===== config.mk =====
export PLATFORM = sky130hd
export DESIGN_NAME = mdr_result_bcd_flat
export DESIGN_NICKNAME = d
export VERILOG_FILES = /design/src/rtl/mdr_result_bcd_if.sv /design/src/rtl/mdr_result_bcd.sv /design/src/flat_wrapper.sv
export SDC_FILE = /design/constraint.sdc
export NUM_CORES = 1
export LEC_CHECK = 0
export ABC_AREA = 0
export CORE_MARGIN = 2
export CORE_UTILIZATION = 57
export DETAILED_ROUTE_END_ITERATION = 6
export PLACE_DENSITY_LB_ADDON = 0.08
export REMOVE_ABC_BUFFERS = 1
export SLEW_MARGIN = 5
export SYNTH_ARGS = -nofsm -noshare
export SYNTH_HDL_FRONTEND = slang
export SYNTH_SLANG_ARGS = --single-unit

===== constraint.sdc =====
create_clock -name clk -period 6 [get_ports clk]
set_clock_uncertainty 0.2 [all_clocks]
set_input_delay 1.8 -clock clk [delete_from_list [all_inputs] [get_ports clk]]
set_output_delay 1.8 -clock clk [all_outputs]
set_load 0.02 [all_outputs]

===== src/rtl/mdr_result_bcd_if.sv =====
// rtl/mdr_result_bcd_if.sv - operand/handshake and BCD readout bundle for mdr_result_bcd
interface mdr_result_bcd_if #(
    parameter int DW     = 16,
    parameter int DIGITS = 5
);
    logic [DW-1:0]         result;
    logic [DW-1:0]         remainder;
    logic                  ready;
    logic                  sel_rem;
    logic                  signed_mode;
    logic [4*DIGITS-1:0]   bcd;
    logic                  sign;
    logic                  valid;
    logic                  busy;
    logic                  overrun;

    // Arithmetic-unit side: drives operands, observes the formatted result.
    modport master (
        output result, remainder, ready, sel_rem, signed_mode,
        input  bcd, sign, valid, busy, overrun
    );

    // Formatter side.
    modport slave (
        input  result, remainder, ready, sel_rem, signed_mode,
        output bcd, sign, valid, busy, overrun
    );
endinterface


===== src/rtl/mdr_result_bcd.sv =====
// rtl/mdr_result_bcd.sv - sequential double-dabble binary-to-BCD formatter (optional MDR_BCD_ZERO_BLANK_EN)
module mdr_result_bcd #(
    parameter int DW     = 16,
    parameter int DIGITS = 5
) (
    input  logic                  clk,
    input  logic                  rst,
    mdr_result_bcd_if.slave       bus
);

    localparam int SW = 4 * DIGITS;
    localparam int CW = (DW > 1) ? $clog2(DW) : 1;
    localparam logic [CW-1:0] LAST_ITER = CW'(DW - 1);

    typedef enum logic [1:0] {
        IDLE  = 2'd0,
        SHIFT = 2'd1,
        DONE  = 2'd2
    } state_t;

    state_t          state;
    state_t          state_next;

    logic [DW-1:0]   mag;
    logic [SW-1:0]   scratch;
    logic [CW-1:0]   iter;
    logic            sign_int;
    logic [SW-1:0]   bcd_q;
    logic            sign_q;
    logic            overrun_q;

    logic            accept;
    logic            drop;
    logic            last_iter;
    logic [DW-1:0]   operand;
    logic            operand_neg;
    logic [SW-1:0]   scratch_adj;
    logic [SW-1:0]   scratch_shift;
    logic [SW-1:0]   bcd_final;

    // Handshake decode: DONE accepts like IDLE so back-to-back operands lose no cycle.
    always_comb begin
        accept      = bus.ready && ((state == IDLE) || (state == DONE));
        drop        = bus.ready && (state == SHIFT);
        last_iter   = (state == SHIFT) && (iter == LAST_ITER);
        operand     = bus.sel_rem ? bus.remainder : bus.result;
        operand_neg = bus.signed_mode && operand[DW-1];
    end

    // One double-dabble step: add 3 to digits >= 5, then shift the next magnitude bit in.
    always_comb begin
        scratch_adj = scratch;
        for (int i = 0; i < DIGITS; i++) begin
            if (scratch[4*i +: 4] >= 4'd5) begin
                scratch_adj[4*i +: 4] = scratch[4*i +: 4] + 4'd3;
            end
        end
        scratch_shift = {scratch_adj[SW-2:0], mag[DW-1]};
    end

`ifdef MDR_BCD_ZERO_BLANK_EN
    // Leading-zero blanking: digits above the top nonzero digit become 4'hF; digit 0 always shown.
    always_comb begin
        logic blank_on;
        bcd_final = scratch_shift;
        blank_on  = 1'b1;
        for (int i = DIGITS - 1; i >= 1; i--) begin
            if (scratch_shift[4*i +: 4] != 4'd0) begin
                blank_on = 1'b0;
            end
            if (blank_on) begin
                bcd_final[4*i +: 4] = 4'hF;
            end
        end
    end
`else
    // Leading zeros are presented as-is.
    always_comb begin
        bcd_final = scratch_shift;
    end
`endif

    // State register.
    always_ff @(posedge clk) begin
        if (rst) begin
            state <= IDLE;
        end else begin
            state <= state_next;
        end
    end

    // Next-state logic.
    always_comb begin
        state_next = state;
        case (state)
            IDLE:    state_next = accept ? SHIFT : IDLE;
            SHIFT:   state_next = last_iter ? DONE : SHIFT;
            DONE:    state_next = accept ? SHIFT : IDLE;
            default: state_next = IDLE;
        endcase
    end

    // Operand capture, iteration datapath and output registers.
    always_ff @(posedge clk) begin
        if (rst) begin
            mag      <= '0;
            scratch  <= '0;
            iter     <= '0;
            sign_int <= 1'b0;
            bcd_q    <= '0;
            sign_q   <= 1'b0;
        end else if (accept) begin
            // Magnitude register is unsigned DW bits, so the most negative value still fits.
            mag      <= operand_neg ? (~operand + DW'(1)) : operand;
            sign_int <= operand_neg;
            scratch  <= '0;
            iter     <= '0;
        end else if (state == SHIFT) begin
            scratch <= scratch_shift;
            mag     <= {mag[DW-2:0], 1'b0};
            iter    <= last_iter ? '0 : iter + CW'(1);
            if (last_iter) begin
                bcd_q  <= bcd_final;
                sign_q <= sign_int;
            end
        end
    end

    // Sticky overrun: set by a ready dropped while busy, cleared by the next accepted ready.
    always_ff @(posedge clk) begin
        if (rst) begin
            overrun_q <= 1'b0;
        end else if (accept) begin
            overrun_q <= 1'b0;
        end else if (drop) begin
            overrun_q <= 1'b1;
        end
    end

    assign bus.bcd     = bcd_q;
    assign bus.sign    = sign_q;
    assign bus.valid   = (state == DONE);
    assign bus.busy    = (state == SHIFT);
    assign bus.overrun = overrun_q;

endmodule


===== src/flat_wrapper.sv =====
// flat-port wrapper written by rule: the top's interface ports become plain ports
module mdr_result_bcd_flat 
#(
    parameter int DW     = 16,
    parameter int DIGITS = 5
)
  (clk, rst, bus_result, bus_remainder, bus_ready, bus_sel_rem, bus_signed_mode, bus_bcd, bus_sign, bus_valid, bus_busy, bus_overrun);
  mdr_result_bcd_if #(.DW(DW), .DIGITS(DIGITS)) bus_i ();
  input  logic clk;
  input  logic rst;
  input wire logic [$bits(bus_i.result)-1:0] bus_result;
  input wire logic [$bits(bus_i.remainder)-1:0] bus_remainder;
  input wire logic [$bits(bus_i.ready)-1:0] bus_ready;
  input wire logic [$bits(bus_i.sel_rem)-1:0] bus_sel_rem;
  input wire logic [$bits(bus_i.signed_mode)-1:0] bus_signed_mode;
  output wire logic [$bits(bus_i.bcd)-1:0] bus_bcd;
  output wire logic [$bits(bus_i.sign)-1:0] bus_sign;
  output wire logic [$bits(bus_i.valid)-1:0] bus_valid;
  output wire logic [$bits(bus_i.busy)-1:0] bus_busy;
  output wire logic [$bits(bus_i.overrun)-1:0] bus_overrun;
  assign bus_i.result = bus_result;
  assign bus_i.remainder = bus_remainder;
  assign bus_i.ready = bus_ready;
  assign bus_i.sel_rem = bus_sel_rem;
  assign bus_i.signed_mode = bus_signed_mode;
  assign bus_bcd = bus_i.bcd;
  assign bus_sign = bus_i.sign;
  assign bus_valid = bus_i.valid;
  assign bus_busy = bus_i.busy;
  assign bus_overrun = bus_i.overrun;
  mdr_result_bcd #(.DW(DW), .DIGITS(DIGITS)) u_core (.clk(clk), .rst(rst), .bus(bus_i));
endmodule

==> run metrics <==
outcome completed; number of setup buffers added after CTS 0; cell type with the highest aggregate area in the netlist sky130_fd_sc_hd__dfxtp_1; gpl congestion 0.9447; arrival time reported for the critical path endpoint 4290 ps; sequential fraction of the synthesis area 36.83%; Post-synth ARST share 0%; final hold vios 0; area share of the largest cell type after synthesis 36.83%; filler instances 480; Worst Max-Slew Pin Slew 1058 ps; Cells after Synth 440; power density relative to cell area 220.0 mW/mm^2; diodes inserted 0; total negative setup slack 0 ps; combined global-route utilization of all metal layers 23.11%; WL final 7346 um; total number of nets in the final design 539; maxcap violations 0; Commonest cells post-synth sky130_fd_sc_hd__nand2_1 (80), sky130_fd_sc_hd__dfxtp_1 (65), sky130_fd_sc_hd__a21oi_1 (55), sky130_fd_sc_hd__nor2_1 (33), sky130_fd_sc_hd__mux2i_1 (20); drt via density 5.595; Core Region 0.005956 mm^2; Post-CTS Hold Buffers 0; starting density of the core 59.33%; Synth Cell Area 0.003533 mm^2; Cells on Worst Hold Path 2; Final setup viols 0; Critical Path End Type register; total vias in the final route 3189; data required time at the worst endpoint 5990 ps; standard cell area after detailed placement 0.004151 mm^2; Die ar. 0.006845 mm^2; first drt pass iteration count 4; HPWL after detailed placement 5164 um; prevailing post-synth register cell sky130_fd_sc_hd__dfxtp_1; worst slew margin relative to its limit 29.45%; share of the clock period used by the worst path after layout 71.67%; number of buffers inserted during clock tree synthesis 9; reg2reg setup slack 3440 ps; later-pin clock latency in the skew report 340 ps; cts repair resizes 0; post-synthesis average cell area 8.030 um^2; worst-case vdd ir drop 0.1463 mV; standard-cell rows 28; Worst Path Max Fanout 18; vias in the first global route 2895; post-synthesis sequential element count 65; clock root buffer master sky130_fd_sc_hd__clkbuf_8; pin count of the biggest net entering global routing 45; fraction of layout instances using a drive strength above 1 8.283%; Syn-to-layout area delta 22.88%; Tmin final 4300 ps; clock tree from TritonCTS built; leakage dissipation 0.001505 uW; source of the critical timing path bus_sel_rem; number of buffer cells added on primary ports 60; class of the tightest hold or removal check reg2reg; overall die width 82.74 um; end of the worst register-to-register path u_core.mag[15]$_SDFFE_PP0P_; remaining number of nets flagged by the antenna check after routing 0; Sinks on Clock Net 65; library cell with the highest instance count after synthesis sky130_fd_sc_hd__nand2_1; remaining global-route overflow 0; FMAX 0.2326 GHz; wire length of the first global-routing pass 12170 um; number of buffers on the longest clock path 2; category of the most critical setup path in2reg; H-tree lvl count 3; reg2reg path depth 4; DRC violations left 0; nature of the critical path startpoint primary input; count of boundary I/O pins 61; Worst Hold Path EP u_core.bus.sign$_SDFFE_PP0P_; number of synthesis warnings 0; count of pins over their slew limit 0; Post-Layout Inst Area 0.004342 mm^2; unrepaired setup endpoints after global routing false; final core utilization 72.90%; post-detailed-route wirelength per cell 12.89 um; number of flops mapped to enable cells by yosys 0; number of DRC markers in iteration 0 147; clock input transition at the sequential cells of the worst setup and hold paths 60 ps; height of the die 82.74 um; top cells by area, synth sky130_fd_sc_hd__dfxtp_1 (37%), sky130_fd_sc_hd__nand2_1 (8.5%), sky130_fd_sc_hd__a21oi_1 (7.8%); Crit Reg-Reg Startpoint u_core.state[0]$_SDFF_PP0_; Hold Startpoint u_core.sign_int$_SDFFE_PP0P_; number of unique standard cell types used by synthesis 50; number of antenna violations at the first check in global routing 0
-- critical path, cell delays in order --
cell	delay (ps)
sky130_fd_sc_hd__clkdlybuf4s50_1	930
sky130_fd_sc_hd__buf_4	350
sky130_fd_sc_hd__mux2i_1	270
sky130_fd_sc_hd__ha_1	240
sky130_fd_sc_hd__o211ai_2	170
sky130_fd_sc_hd__o31ai_2	280
sky130_fd_sc_hd__xnor2_1	150
sky130_fd_sc_hd__a21oi_1	80
-- sequential cells by signal (all words and copies together), names as in the netlist --
signal              flops
u_core.bus.bcd         20
u_core.bus.overrun      1
u_core.bus.sign         1
u_core.iter             4
u_core.mag             16
u_core.scratch         20
u_core.sign_int         1
u_core.state            2
-- worst max-delay path by stage --
stage | to | slack (ps) | cells after the start
after floorplan | bus_busy | 2560 | 2
after global routing | u_core.mag[12]$_SDFFE_PP0P_ | 1510 | 8
final | u_core.mag[12]$_SDFFE_PP0P_ | 1700 | 8
after detailed placement | u_core.mag[14]$_SDFFE_PP0P_ | 1350 | 8
after global placement | u_core.mag[12]$_SDFFE_PP0P_ | 1450 | 8
after CTS | u_core.mag[12]$_SDFFE_PP0P_ | 1720 | 8
-- per-stage QoR --
stage               power [uW]  instances  hold slack [ps]  setup WS [ps]
floorplan                545.4        414            226.0           2564
global placement         602.0        554            241.4           1455
detailed placement       605.4        554            244.4           1352
CTS                      962.0        570            253.4           1718
global route             995.4        570            266.6           1515
finish                   955.2        570            250.6           1700
-- layout make-up --
class | instances | area (um^2) | area share [%]
clock buffers | 14 | 152.6 | 3.516
clock inverters | 2 | 37.54 | 0.8646
inverters | 15 | 56.30 | 1.297
multi-input cells | 334 | 2062 | 47.49
flip-flops and latches | 65 | 1301 | 29.97
well taps | 75 | 93.84 | 2.161
repair buffers | 65 | 638.1 | 14.70
-- routing by layer --
layer  vias to the layer above  track usage [%]  routed length [um]
met4                         0            11.80                 143
met2                        89            41.61                3569
met3                        17            3.370                 262
li1                       1645                -                   -
met5                         -                0                   0
met1                      1438            26.42                3370
-- cell usage in the layout (no fill, tap or decap), types with 3 or more instances in the layout --
cell,Yosys,layout
sky130_fd_sc_hd__nand2_1,80,80
sky130_fd_sc_hd__dfxtp_1,65,65
sky130_fd_sc_hd__clkdlybuf4s50_1,0,60
sky130_fd_sc_hd__a21oi_1,55,55
sky130_fd_sc_hd__nor2_1,33,33
sky130_fd_sc_hd__mux2i_1,20,20
sky130_fd_sc_hd__inv_1,14,14
sky130_fd_sc_hd__xnor2_1,14,14
sky130_fd_sc_hd__o21ai_0,13,13
sky130_fd_sc_hd__a211oi_1,13,13
sky130_fd_sc_hd__ha_1,12,12
sky130_fd_sc_hd__nand2b_1,11,11
sky130_fd_sc_hd__nor3_1,11,11
sky130_fd_sc_hd__nor3b_1,10,10
sky130_fd_sc_hd__clkbuf_8,0,10
sky130_fd_sc_hd__nand3_1,8,8
sky130_fd_sc_hd__a31o_2,6,6
sky130_fd_sc_hd__buf_4,1,5
sky130_fd_sc_hd__o21ai_1,4,4
sky130_fd_sc_hd__a311oi_1,4,4
sky130_fd_sc_hd__clkbuf_1,15,4
sky130_fd_sc_hd__nor2b_1,3,3
sky130_fd_sc_hd__xor2_1,3,3
sky130_fd_sc_hd__o22ai_1,3,3
-- where the power goes --
part | internal (uW) | total [uW] | switching (uW)
clock network | 204 | 359 | 155
registers | 446 | 455 | 9.06
logic | 65.1 | 141 | 76.3
-- cell families after synthesis --
family	Yosys count	share of synthesized area (%)
adder cells (fa/ha/maj)	12	4.249
flip-flops	65	36.83
multiplexers	23	6.692
AO/OA/AOI/OAI	112	20.29
AND/OR/NAND/NOR	170	22.91
buffers and inverters	41	4.816
XOR/XNOR	17	4.214
No activity file was read; power rests on OpenSTA's default activity.
